### config.mk
export PLATFORM = sky130hd
export DESIGN_NAME = lsu_ctrl
export DESIGN_NICKNAME = d
export VERILOG_FILES = /design/src/rtl/lsu_pkg.sv /design/src/rtl/lsu_align_chk.sv /design/src/rtl/lsu_ctrl.sv
export SDC_FILE = /design/constraint.sdc
export NUM_CORES = 1
export LEC_CHECK = 0
export ABC_AREA = 0
export BUFFER_PORTS_ARGS = -buffer_cell sky130_fd_sc_hd__buf_2
export CORE_UTILIZATION = 40
export DETAILED_ROUTE_END_ITERATION = 12
export GPL_TIMING_DRIVEN = 1
export PLACE_DENSITY = 0.71
export SYNTH_ARGS = -nofsm -noshare
export SYNTH_HDL_FRONTEND = slang
export SYNTH_SLANG_ARGS = --single-unit
### constraint.sdc
create_clock -name clk -period 5.07 [get_ports clk]
set_clock_uncertainty 0.1 [all_clocks]
set_input_delay 0.2535 -clock clk [delete_from_list [all_inputs] [get_ports clk]]
set_output_delay 0.2535 -clock clk [all_outputs]
set_load 0.005 [all_outputs]
### src/rtl/lsu_pkg.sv
// lsu_pkg: MemOp encodings, sequencer state encoding and error codes shared by the LSU and DataMem.
package lsu_pkg;
    localparam logic [2:0] MOP_B  = 3'b000;
    localparam logic [2:0] MOP_H  = 3'b001;
    localparam logic [2:0] MOP_W  = 3'b010;
    localparam logic [2:0] MOP_BU = 3'b100;
    localparam logic [2:0] MOP_HU = 3'b101;

    localparam logic [1:0] ERR_NONE  = 2'b00;
    localparam logic [1:0] ERR_ALIGN = 2'b01;
    localparam logic [1:0] ERR_OP    = 2'b10;

    typedef enum logic [1:0] {
        S_IDLE   = 2'd0,
        S_ACCESS = 2'd1,
        S_RESP   = 2'd2
    } state_t;
endpackage

### src/rtl/lsu_align_chk.sv
// lsu_align_chk: decides whether a request is legal; an illegal op outranks misalignment.
module lsu_align_chk
    import lsu_pkg::*;
(
    input  logic [2:0] i_op,
    input  logic       i_wr,
    input  logic [1:0] i_addr_lo,
    output logic       o_err,
    output logic [1:0] o_err_code
);
    logic w_illegal, w_misaligned, w_half;

    // unsigned variants only make sense for loads
    assign w_illegal    = (i_op == 3'b011) || (i_op[2:1] == 2'b11) || (i_wr && (i_op == MOP_BU || i_op == MOP_HU));
    assign w_half       = (i_op == MOP_H) || (i_op == MOP_HU);
    assign w_misaligned = (w_half && i_addr_lo[0]) || ((i_op == MOP_W) && (i_addr_lo != 2'b00));
    assign o_err        = w_illegal || w_misaligned;
    assign o_err_code   = w_illegal ? ERR_OP : (w_misaligned ? ERR_ALIGN : ERR_NONE);
endmodule

### src/rtl/lsu_ctrl.sv
// lsu_ctrl: single-outstanding load/store sequencer between the execute stage and DataMem.
module lsu_ctrl
    import lsu_pkg::*;
#(
    parameter int MEM_LAT = 0,
    parameter int CNT_W   = 4
) (
    input  logic        clk,
    input  logic        rst_n,
    input  logic        i_req_valid,
    output logic        o_req_ready,
    input  logic        i_req_wr,
    input  logic [2:0]  i_req_op,
    input  logic [31:0] i_req_addr,
    input  logic [31:0] i_req_wdata,
    output logic        o_rsp_valid,
    input  logic        i_rsp_ready,
    output logic [31:0] o_rsp_rdata,
    output logic        o_rsp_err,
    output logic [1:0]  o_rsp_err_code,
    output logic [31:0] o_mem_addr,
    output logic        o_mem_rd,
    output logic        o_mem_wr,
    output logic [2:0]  o_mem_op,
    output logic [31:0] o_mem_wdata,
    input  logic [31:0] i_mem_rdata
);
    state_t           r_state, w_next;
    logic [CNT_W-1:0] r_cnt;
    logic             r_wr, r_err;
    logic [2:0]       r_op;
    logic [1:0]       r_code;
    logic [31:0]      r_addr, r_wdata, r_rdata;
    logic             w_accept, w_err, w_last;
    logic [1:0]       w_code;

    lsu_align_chk u_chk (
        .i_op       (i_req_op),
        .i_wr       (i_req_wr),
        .i_addr_lo  (i_req_addr[1:0]),
        .o_err      (w_err),
        .o_err_code (w_code)
    );

    assign w_accept = i_req_valid && (r_state == S_IDLE);
    assign w_last   = (r_state == S_ACCESS) && (r_cnt == '0);

    always_ff @(posedge clk or negedge rst_n) begin
        if (!rst_n) r_state <= S_IDLE;
        else        r_state <= w_next;
    end

    always_comb begin
        w_next = r_state;
        case (r_state)
            S_IDLE:   if (w_accept) w_next = w_err ? S_RESP : S_ACCESS;
            S_ACCESS: if (w_last) w_next = S_RESP;
            S_RESP:   if (i_rsp_ready) w_next = S_IDLE;
            default:  w_next = S_IDLE;
        endcase
    end

    always_ff @(posedge clk or negedge rst_n) begin
        if (!rst_n) begin
            r_cnt   <= '0;
            r_wr    <= 1'b0;
            r_op    <= MOP_W;
            r_addr  <= '0;
            r_wdata <= '0;
            r_rdata <= '0;
            r_err   <= 1'b0;
            r_code  <= ERR_NONE;
        end else if (w_accept) begin
            r_cnt   <= CNT_W'(MEM_LAT);
            r_wr    <= i_req_wr;
            r_op    <= i_req_op;
            r_addr  <= i_req_addr;
            r_wdata <= i_req_wdata;
            r_rdata <= '0;
            r_err   <= w_err;
            r_code  <= w_code;
        end else if (w_last) begin
            if (!r_wr) r_rdata <= i_mem_rdata;
        end else if (r_state == S_ACCESS) begin
            r_cnt <= r_cnt - 1'b1;
        end
    end

    // strobes come straight from registered state so reset kills them immediately
    assign o_req_ready    = (r_state == S_IDLE);
    assign o_rsp_valid    = (r_state == S_RESP);
    assign o_rsp_rdata    = r_rdata;
    assign o_rsp_err      = r_err;
    assign o_rsp_err_code = r_code;
    assign o_mem_addr     = r_addr;
    assign o_mem_op       = r_op;
    assign o_mem_wdata    = r_wdata;
    assign o_mem_rd       = (r_state == S_ACCESS) && !r_wr;
    assign o_mem_wr       = w_last && r_wr;
endmodule

* Word level (Yosys, flattened, before mapping)
Index checks and enable logic that the tools add are counted.
** Word-level totals
- Flip-flop bits (word level) :: 109
- Input port bits :: 104
- Output and inout bits :: 106
- Logic and storage cells :: 58
** Cells by class
- Add/subtract/negate cells :: 1
- Equality and inequality tests :: 13
- Mux-type cells :: 13
- Reductions and logical operators :: 22
** Operators with widths (number)
- 2-to-1 mux 32 bit :: 3
- 2-to-1 mux 4 bit :: 3
- 2-to-1 mux 2 bit :: 5
- logical AND 1 bit :: 7
- equality test 3 x 2 -> 1 bit (second input constant) :: 2
- equality test 3 bit (second input constant) :: 2
- logical OR 1 bit :: 6
- inequality test 2 x 1 -> 1 bit (second input constant) :: 3
- one-hot mux 2 bit (3 select lines) :: 1
- nonzero test 2 bit :: 3
- equality test 2 bit (second input constant) :: 2
- zero test 4 bit :: 1
- inequality test 2 bit (second input constant) :: 2
- AND reduction 2 bit :: 2
- subtractor 4 x 1 -> 4 bit (second input constant) :: 1
- equality test 3 x 1 -> 1 bit (second input constant) :: 1
- AND reduction 3 bit :: 1
- equality test 2 x 1 -> 1 bit (second input constant) :: 1
- zero test 2 bit :: 1
- zero test 1 bit :: 1
- 2-to-1 mux 1 bit :: 1

* Logic depth before layout (Yosys ltp)
Gate-level depths: netlist (run 1).
- Depth in word-level cells :: 8
- Depth in mapped cells :: 7
- Gate-level depth less buffers :: 6

* Cells and area by module
A second synthesis (run 1) with hierarchy kept.
** Second synthesis, totals
- Cells, all modules :: 330
- Area total of the unflattened synthesis :: 4774.6 um2
** Modules (own cells, without submodules)
- lsu_ctrl :: times used 1, cells an instance 320, area each 4710.8 um2, sequential area each 2728.9 um2
- lsu_align_chk :: times used 1, cells an instance 10, area each 63.8 um2, sequential area each 0.0 um2

* Worst setup path after synthesis (run 1)
Ideal clock, no wire load.
- Kind :: register to register
- Start :: register r_cnt[0]
- End :: register r_rdata[23], in the netlist o_rsp_rdata[23]
- Library setup time :: 0.126 ns
- Arrival time :: 1.592 ns
- Required time :: 4.844 ns
- Slack :: 3.252 ns
- Cell stages (with the launch flop) :: 7
- Buffers on the path :: 1
- Period minus slack after synthesis :: 1.818 ns
- Path through :: dfrtp_1 inv_1 ha_1 or3b_4 nor3_4 buf_6 o21ai_0
** Between the ends
- Longest elaborated chain between the ends :: 4
** RTL lines
- start, declared :: line lsu_ctrl.sv:29 : logic [CNT_W-1:0] r_cnt;
- start signal, assigned :: line lsu_ctrl.sv:74 : r_cnt <= CNT_W'(MEM_LAT);
- start signal, assigned :: line lsu_ctrl.sv:85 : r_cnt <= r_cnt - 1'b1;
- zero test 4 bit :: line lsu_ctrl.sv:46 : assign w_last = (r_state == S_ACCESS) && (r_cnt == '0);
- logical AND 1 bit :: line lsu_ctrl.sv:46
- nonzero test 2 bit (no source line)
- AND reduction 2 bit (no source line)
- end signal, assigned :: line lsu_ctrl.sv:83 : if (!r_wr) r_rdata <= i_mem_rdata;
- end, declared :: line lsu_ctrl.sv:33 : logic [31:0] r_addr, r_wdata, r_rdata;
No other way between the ends.
A chain may end at the register's enable or synchronous reset.

* Worst setup path after layout (run 1)
- Start :: register r_state[0]
- End :: register r_wdata[8], in the netlist o_mem_wdata[8]
** Between the ends
- Longest elaborated chain between the ends :: 2
** RTL lines
- start, declared :: line lsu_ctrl.sv:28 : state_t r_state, w_next;
- start signal, assigned :: line lsu_ctrl.sv:50 : else r_state <= w_next;
- zero test 2 bit :: line lsu_ctrl.sv:45 : assign w_accept = i_req_valid && (r_state == S_IDLE);
- logical AND 1 bit :: line lsu_ctrl.sv:45
- end signal, assigned :: line lsu_ctrl.sv:78 : r_wdata <= i_req_wdata;
- end, declared :: line lsu_ctrl.sv:33
No other way between the ends.

==> results of run 1 <==
-- cells by family after synthesis --
family,count (synthesis),synth area share [%]
and+or+nand+nor,297,26.9
buffers and inverters,27,3.57
xor gates and xnor gates,3,0.605
adders and majority gates,2,0.576
DFF,109,62.9
AOI/OAI and AO/OA,42,5.48
-- where the power goes --
| group | switching (W) | leakage (nW) | internal (W) |
|---|---|---|---|
| clock network | 0.000304 | 0.0864 | 0.000185 |
| logic | 0.000761 | 2.14 | 0.000604 |
| registers | 0.000238 | 1.39 | 0.00129 |
-- final cells by class --
cell class / count / area, um2 / share of cell area, %
Multi-Input combinational cell: 344 / 1470 / 22.1
Inverter: 2 / 7.51 / 0.113
Timing Repair Buffer: 313 / 2080 / 31.4
Clock buffer: 9 / 124 / 1.87
Sequential cell: 109 / 2730 / 41.1
Clock inverter: 7 / 58.8 / 0.886
Tap cell: 136 / 170 / 2.56
-- routing by layer --
layer / track usage (%) / vias up / share of wire, %
met5: 0 / - / 0
met4: 11.5 / 0 / 3.4
met3: 4.48 / 32 / 5.8
met2: 40.1 / 165 / 51
met1: 25.5 / 2024 / 40
li1: - / 2088 / -
-- Yosys cell counts (all sizes together) --
cell type	count
and3b	1
nand2b	1
or2	1
nor2	10
nand2	272
dfstp	1
a211oi	2
and2	1
clkbuf	8
dfrtp	108
o31a	1
ha	2
nor2b	4
xor2	2
o21ai	33
a21oi	2
a31oi	1
and3	1
or3b	1
o32a	1
inv	2
buf	17
xnor2	1
o21a	2
nor3	2
nor3b	1
nand3	2
-- stage by stage --
stage | utilization [%] | worst slack (ns) | total power (W) | cell area [um2] | instances
finish | 63.7 | 2.89 | 0.00338 | 6640 | 920
floorplan | - | 3.25 | 0.00223 | 4340 | 480
CTS | 63.6 | 2.87 | 0.00339 | 6630 | 919
global placement | 52.3 | 3.00 | 0.00276 | 5440 | 803
detailed placement | 52.3 | 2.90 | 0.00283 | 5440 | 803
global route | 63.7 | 2.76 | 0.00366 | 6640 | 920
-- what timing repair did --
item                                   CTS  global route
buffers inserted                         0             0
hold buffers                           100             1
endpoints found under the hold margin  172             1
-- state kept, by name, indices dropped and copies added (netlist names) --
name            cells
o_mem_addr         32
o_mem_op            3
o_mem_wdata        32
o_rsp_err           1
o_rsp_err_code      2
o_rsp_rdata        32
r_cnt               4
r_state             2
r_wr                1
-- worst max-delay path by stage --
stage | from | endpoint | slack (ns) | cells past startpoint
floorplan | r_cnt[0] | o_rsp_rdata[23] | 3.25 | 6
global placement | r_state[0] | o_mem_addr[27] | 3.00 | 5
detailed placement | r_state[0] | o_mem_wdata[13] | 2.90 | 5
CTS | r_state[0] | o_mem_wdata[13] | 2.87 | 5
global route | r_state[0] | o_mem_wdata[8] | 2.76 | 5
finish | r_state[0] | o_mem_wdata[8] | 2.89 | 5
-- worst min-delay path, delay by kind of cell --
family	cells	cell delay (ns)
AOI/OAI and AO/OA	1	0.07
and+or+nand+nor	1	0.08
buffers and inverters	1	0.13
==> flow_metrics.py, run 1 <==
metrics = {
    "synth": {
        "synth_top_area_share_pct": 62.3,
        "synth_top_area_cell": "dfrtp_1",
        "synth_warnings": 0,
        "ys_seq_area_share_pct": 62.9,
        "ys_top_cells_by_area": "dfrtp_1, nand2_1, o21ai_0",
        "synth.avg_cell_area_um2": 9.04,
        "yosysUniqueCellTypes": 32,
        "syn-cell-area_um2": 4340,
        "syn_nets": 586,
        "synth_cells": 480,
        "ys_ff_latch": 109,
    },
    "floorplan": {
        "die_h_um": 106,
        "rows": 37,
        "num_io_pins": 210,
        "die_w_um": 106,
        "start_util_pct": 41.7,
        "design.die.area_um2": 11300,
        "core_um2": 10400,
    },
    "finish": {
        "syn2layout_area_growth_pct": 52.9,
        "mostFrequentLayoutCells": "nand2_1, buf_2, dfrtp_1",
        "final_common_cell": "nand2_1",
        "nFillCells": 831,
        "diodes": 0,
        "drive_gt1_share_pct": 30.1,
        "num-nets-final": 885,
    },
    "setup_path": {
        "crit_buf_inv": 1,
        "max_stage_delay_ns": 0.56,
        "cp_common_cell": "nand2_1",
        "worstPathArrival_ns": 2.39,
        "cp_max_fo": 60,
        "crit_slowest_cell": "buf_4",
        "start_kind": "flip-flop",
        "worstSetupEndpointType": "flip-flop",
        "critPathKind": "reg -> reg",
        "worstRegToRegCells": 5,
        "crit_family": "simple AND/OR/NAND/NOR gates",
        "cp_cell_sequence": "nor2_1 -> and2_2 -> buf_4 -> nand2_1 -> nand2_1",
        "required_ns": 5.28,
        "r2r_end": "o_mem_wdata[8]",
        "r2r_start": "r_state[0]",
        "regToRegSetupSlack_ns": 2.89,
    },
    "clock_tree": {
        "cts-resized-gates": 0,
        "cts_tree": "yes",
        "cts_inserted_buffers": 9,
        "htreeDepth": 3,
        "clkSinkCount": 109,
        "clock_latency_ns": 0.37,
        "clk_path_buf_depth": 2,
        "clockRootBuffer": "clkbuf_8",
        "clk_pin_slew_ns": 0.10,
    },
    "min_path": {
        "worstHoldStart": "i_req_valid",
        "worst_hold_path_type": "in -> reg",
        "holdPathEnd": "o_rsp_err_code[0]",
        "holdPathStages": 3,
    },
    "global_route": {
        "grt_start_max_net_pins": 102,
        "grt_overflow": 0,
        "antenna_found_initial": 0,
        "grt_pass1_vias": 4316,
        "grt_pass1_wl_um": 20000,
        "grt.total_usage_pct": 22.5,
    },
    "drt": {
        "drc": 0,
        "ant_nets": 0,
        "dr.pass1.iters": 6,
        "drt-total-wl_um": 12500,
        "vias": 4309,
        "via_per_inst": 4.68,
        "drtIter0Drc": 257,
        "wl_per_cell_um": 13.5,
    },
    "timing": {
        "max_freq_mhz": 459,
        "fin_setup_tns_ns": 0,
        "setup_viol": 0,
        "finalMaxSlewViolations": 0,
        "fin_crit_sh_pct": 43.0,
        "finalHoldViolations": 0,
        "timing.slew.headroom_pct": 28.1,
        "worst_pin_slew_ns": 1.08,
        "period_minus_slack_ns": 2.18,
        "rsz0062_at_grt": "false",
        "hold_ws_ns": 0.105,
    },
    "status": {
        "status": "complete, no violations",
    },
    "placement": {
        "io_buffers": 209,
        "routabilityCongestion": 0.794,
        "dp_hpwl_um": 7400,
    },
    "flow_run": {
        "cap_violations": 0,
    },
    "pwr": {
        "powerDensity_nw_per_um2": 509,
        "irDropWorstVdd_mv": 0.459,
        "p_leak_nw": 3.62,
    },
}
Power figures use the tool's default switching activity.
==> inputs of run 2 (changes only) <==
PLACE_DENSITY = 0.74   (was 0.71)
clock period = 1.9 ns   (was 5.07 ns; I/O delays follow)
==> flow_metrics.py, run 2 (synthesis results as in run 1) <==
metrics = {
    "setup_path": {
        "r2r_end": "o_rsp_rdata[21]",
        "critPathKind": "reg -> reg",
        "r2r_start": "r_cnt[1]",
        "max_stage_delay_ns": 0.42,
        "worstSetupEndpointType": "flip-flop",
        "required_ns": 2.07,
        "cp_cell_sequence": "inv_2 -> ha_4 -> or3b_4 -> nor3_4 -> buf_6 -> clkbuf_16 -> nand2_2 -> o21ai_1",
        "worstPathArrival_ns": 2.17,
        "worstRegToRegCells": 8,
        "crit_slowest_cell": "dfrtp_1",
        "cp_max_fo": 8,
        "regToRegSetupSlack_ns": -0.11,
        "start_kind": "flip-flop",
    },
    "floorplan": {
        "design.die.area_um2": 11300,
        "die_h_um": 106,
        "num_io_pins": 210,
        "die_w_um": 106,
        "rows": 37,
        "start_util_pct": 41.7,
        "core_um2": 10400,
    },
    "global_route": {
        "antenna_found_initial": 0,
        "grt_pass1_wl_um": 20300,
        "grt.total_usage_pct": 22.8,
        "grtUsageMet3_pct": 3.92,
        "grt_overflow": 0,
        "use_met2_pct": 40.9,
        "busiest_layer": "met2",
        "grt_start_max_net_pins": 102,
        "use_met1_pct": 26.1,
        "grt_pass1_vias": 4400,
    },
    "finish": {
        "diodes": 0,
        "drive_gt1_share_pct": 34.3,
        "syn2layout_area_growth_pct": 61.8,
        "final_area_um2": 7020,
        "num-nets-final": 901,
        "final_core_util_pct": 67.4,
        "final_common_cell": "nand2_1",
        "mostFrequentLayoutCells": "nand2_1, buf_2, dfrtp_1",
    },
    "clock_tree": {
        "clock_latency_ns": 0.35,
        "clk_path_buf_depth": 2,
        "cts_inserted_buffers": 9,
        "clkSinkCount": 109,
        "clk_pin_slew_ns": 0.10,
        "cts_tree": "yes",
        "htreeDepth": 3,
        "clockRootBuffer": "clkbuf_8",
    },
    "timing": {
        "timing.slew.headroom_pct": 68.4,
        "fin_crit_sh_pct": 106,
        "fin_setup_tns_ns": -0.561,
        "finalHoldViolations": 0,
        "rsz0062_at_grt": "true",
        "finalMaxSlewViolations": 0,
        "post-route-worst-setup-slack_ns": -0.105,
        "max_freq_mhz": 499,
        "worst_pin_slew_ns": 0.475,
        "period_minus_slack_ns": 2.01,
        "setup_viol": 26,
        "hold_ws_ns": 0.130,
    },
    "drt": {
        "wl_per_cell_um": 15.1,
        "vias": 4546,
        "via_per_inst": 4.86,
        "ant_nets": 0,
        "dr.pass1.iters": 5,
        "drc": 0,
        "drt-total-wl_um": 14100,
        "drtIter0Drc": 355,
    },
    "placement": {
        "routabilityCongestion": 0.771,
        "placed_area_um2": 5530,
        "dp_hpwl_um": 7440,
        "io_buffers": 209,
    },
    "pwr": {
        "powerDensity_nw_per_um2": 1410,
        "p_leak_nw": 3.80,
        "irDropWorstVdd_mv": 1.30,
    },
    "min_path": {
        "worst_hold_path_type": "in -> async",
    },
    "status": {
        "violations": "setup timing",
        "status": "finished, violations left",
    },
    "flow_run": {
        "cap_violations": 0,
    },
}
-- run 2: metal layers --
metal / wire [um] / vias to the layer above
met5: 0 / -
met4: 547 / 0
met3: 851 / 49
met2: 7310 / 235
met1: 5420 / 2144
li1: - / 2118
-- run 2: metrics by stage --
step / cells / setup WS, ns / power, W
after floorplan: 480 / 0.0817 / 0.00594
after global placement: 806 / 0.118 / 0.00748
after detailed placement: 806 / 0.0195 / 0.00767
after CTS: 925 / -0.00685 / 0.00928
after global routing: 936 / -0.131 / 0.0106
final: 936 / -0.105 / 0.00988
-- run 2: critical path, delay by kind of cell, from the launching register on --
family	cells	cell delay (ns)
adders and majority gates	1	0.13
AOI/OAI and AO/OA	1	0.11
and+or+nand+nor	3	0.70
DFF	1	0.42
buffers and inverters	3	0.44
-- run 2: where the power goes --
part | internal (W) | switching (W) | leakage (nW)
Clock | 0.000685 | 0.000756 | 0.104
Combinational | 0.00202 | 0.00231 | 2.31
Sequential | 0.00344 | 0.000661 | 1.39
-- run 2: worst max-delay path by stage --
stage / startpoint / end / slack, ns / cells after the start
after floorplan: r_cnt[0] / o_rsp_rdata[23] / 0.08 / 6
after global placement: r_cnt[0] / o_rsp_rdata[5] / 0.12 / 6
after detailed placement: r_cnt[0] / o_rsp_rdata[6] / 0.02 / 6
after CTS: r_cnt[0] / o_rsp_rdata[16] / -0.007 / 6
after global routing: r_cnt[1] / o_rsp_rdata[21] / -0.13 / 8
final: r_cnt[1] / o_rsp_rdata[21] / -0.11 / 8
-- run 2: area by class of cell --
cell class / count / area [um2]
multi-input cells: 344 / 1540
fillers: 741 / 3390
repair buffers: 329 / 2370
well taps: 136 / 170
clock buffers: 13 / 159
clock inverters: 3 / 43.8
inverters: 2 / 7.51
flip-flops and latches: 109 / 2730
-- run 2: timing repair --
item                                    in CTS  in global routing
gates cloned                                 0                  7
setup buffers                                0                  4
endpoints found under the hold margin      175                  0
hold buffers                               103                  0
pin swaps                                    0                 11
endpoints found under the setup margin       1                 33
gates resized for setup                      0                 59
==> inputs of run 3 (changes only) <==
ABC_AREA = 1   (was 0)
CELL_PAD_IN_SITES_DETAIL_PLACEMENT = 1   (was default)
CELL_PAD_IN_SITES_GLOBAL_PLACEMENT = 2   (was default)
CORE_UTILIZATION = 23   (was 40)
PLACE_DENSITY = default   (was 0.74)
PLACE_DENSITY_LB_ADDON = 0.1   (was default)
==> flow_metrics.py, run 3 <==
metrics = {
    "global_route": {
        "grt_start_max_net_pins": 67,
        "grt_pass1_vias": 4762,
        "grt_overflow": 0,
        "antenna_found_initial": 0,
        "grt.total_usage_pct": 15.5,
        "grt_pass1_wl_um": 23900,
    },
    "clock_tree": {
        "clock_latency_ns": 0.35,
        "clk_pin_slew_ns": 0.07,
        "clockRootBuffer": "clkbuf_16",
        "cts_tree": "yes",
        "htreeDepth": 3,
        "clk_path_buf_depth": 2,
        "cts_inserted_buffers": 9,
        "cts_setup_buffers": 0,
        "clkSinkCount": 109,
    },
    "pwr": {
        "powerDensity_nw_per_um2": 1310,
        "irDropWorstVdd_mv": 0.540,
        "p_leak_nw": 3.97,
    },
    "timing": {
        "max_freq_mhz": 598,
        "finalHoldViolations": 0,
        "period_minus_slack_ns": 1.67,
        "finalMaxSlewViolations": 0,
        "fin_crit_sh_pct": 88.0,
        "fin_setup_tns_ns": 0,
        "setup_viol": 0,
        "hold_ws_ns": 0.0273,
        "timing.slew.headroom_pct": 61.1,
        "post-route-worst-setup-slack_ns": 0.228,
        "rsz0062_at_grt": "false",
        "worst_pin_slew_ns": 0.582,
    },
    "setup_path": {
        "critPathKind": "reg -> reg",
        "crit_start": "r_cnt[0]",
        "worstPathArrival_ns": 1.86,
        "worstSetupEndpointType": "flip-flop",
        "start_kind": "flip-flop",
        "worstRegToRegCells": 6,
        "r2r_start": "r_cnt[0]",
        "cp_max_fo": 32,
        "required_ns": 2.09,
    },
    "finish": {
        "final_area_um2": 7000,
        "final_common_cell": "nand2_1",
        "mostFrequentLayoutCells": "nand2_1, buf_2, dfrtp_1",
        "num-nets-final": 914,
        "diodes": 0,
        "final_cells": 1047,
        "syn2layout_area_growth_pct": 58.9,
        "drive_gt1_share_pct": 29.2,
    },
    "floorplan": {
        "rows": 50,
        "die_h_um": 140,
        "start_util_pct": 23.5,
        "design.die.area_um2": 19700,
        "die_w_um": 140,
        "num_io_pins": 210,
        "core_um2": 18700,
    },
    "synth": {
        "yosys.cell_count.top_type": "nand2_1",
        "syn_nets": 610,
        "synth_commonest_cells": "nand2_1, dfrtp_1, nand3_1",
        "synth_edf_count": 0,
        "ys_seq_area_share_pct": 62.0,
        "ys_top_cells_by_area": "dfrtp_1, nand2_1, nand3_1",
        "synth.avg_cell_area_um2": 8.73,
        "synth_ff_type": "dfrtp_1",
        "synth_cells": 504,
        "synth_top_area_cell": "dfrtp_1",
        "yosysUniqueCellTypes": 22,
        "ys_ff_latch": 109,
        "synth_warnings": 0,
        "synth_top_area_share_pct": 61.4,
        "async_flop_share_pct": 100,
        "syn-cell-area_um2": 4400,
    },
    "drt": {
        "drt-total-wl_um": 14800,
        "vias": 4344,
        "dr.pass1.iters": 4,
        "ant_nets": 0,
        "wl_per_cell_um": 14.2,
        "drc": 0,
        "drtIter0Drc": 142,
        "via_per_inst": 4.15,
    },
    "placement": {
        "dp_slack_ns": 0.248,
        "placed_area_um2": 5670,
        "routabilityCongestion": 0.716,
        "dp_hpwl_um": 9640,
        "placedCellCount": 929,
        "io_buffers": 209,
    },
    "status": {
        "status": "complete, no violations",
    },
    "flow_run": {
        "cap_violations": 0,
    },
    "min_path": {
        "holdPathStages": 6,
        "worst_hold_path_type": "in -> reg",
        "worstHoldStart": "i_rsp_ready",
    },
}
## run 3: changes by cell type after synthesis, moves of 4 or more
| cell | previous run | this run |
|---|---|---|
| o21ai_1 | 1 | 7 |
| nand2_1 | 272 | 284 |
| buf_2 | 7 | 15 |
| buf_1 | 4 | 0 |
| nor2b_1 | 4 | 0 |
| nand3_1 | 2 | 38 |
| o21ai_0 | 30 | 3 |
| inv_1 | 2 | 14 |
| clkbuf_1 | 8 | 1 |
## run 3: final cells by class
| class | count | area [um2] |
|---|---|---|
| multi-input combinational | 354 | 1450 |
| fill | 2253 | 11700 |
| tap | 234 | 293 |
| clock buffer | 12 | 236 |
| sequential | 109 | 2730 |
| inverter | 16 | 60.1 |
| timing repair buffer | 318 | 2160 |
| clock inverter | 4 | 72.6 |
## run 3: kinds of logic (layout without fill, tap and decap cells)
group	after synthesis	after routing	synth area share (%)
adders and majority gates	2	2	0.568
buffers and inverters	41	350	5.29
xor gates and xnor gates	1	1	0.199
AOI/OAI and AO/OA	11	11	1.25
and+or+nand+nor	340	340	30.7
DFF	109	109	62.0
## run 3: worst paths after layout
kind,slack (ns),to
min in group asynchronous,0.22,o_mem_wdata[9]
max,0.23,o_rsp_rdata[14]
min,0.03,r_state[1]
min reg2reg,0.38,o_mem_wdata[18]
max in group asynchronous,0.87,o_mem_addr[29]
max reg2reg,0.23,o_rsp_rdata[14]
## run 3: through the flow
step                      power, W  util (%)
after floorplan            0.00548         -
after global placement     0.00699      30.3
after detailed placement   0.00708      30.3
after CTS                  0.00935      37.4
after global routing       0.00992      37.4
final                      0.00915      37.4
## run 3: layer usage
metal | vias up | wire length, um | GRT usage (%) | part of all wire, %
met1 | 2064 | 6300 | 17.7 | 42
li1 | 2140 | - | - | -
met4 | 0 | 266 | 5.32 | 1.8
met2 | 124 | 7610 | 28.3 | 51
met5 | - | 0 | 0 | 0
met3 | 16 | 671 | 3.62 | 4.5
## run 3: what timing repair did
action,in CTS,in global routing
resized for setup,0,0
hold endpoints to repair,210,0
hold buffers,102,0
## run 3: power by group
| part | internal [W] | switching [W] | leakage (nW) |
|---|---|---|---|
| clock network | 0.00116 | 0.000875 | 0.147 |
| registers | 0.00327 | 0.000506 | 1.39 |
| logic | 0.00144 | 0.00190 | 2.43 |
| total | 0.00587 | 0.00328 | 3.97 |
## run 3: worst max-delay path: stages, from the launching register on
cell and delay, ns:
dfrtp_1 0.38, inv_1 0.13, ha_1 0.20, nand3_2 0.09
inv_2 0.44, nand2_1 0.14, nand2_1 0.11
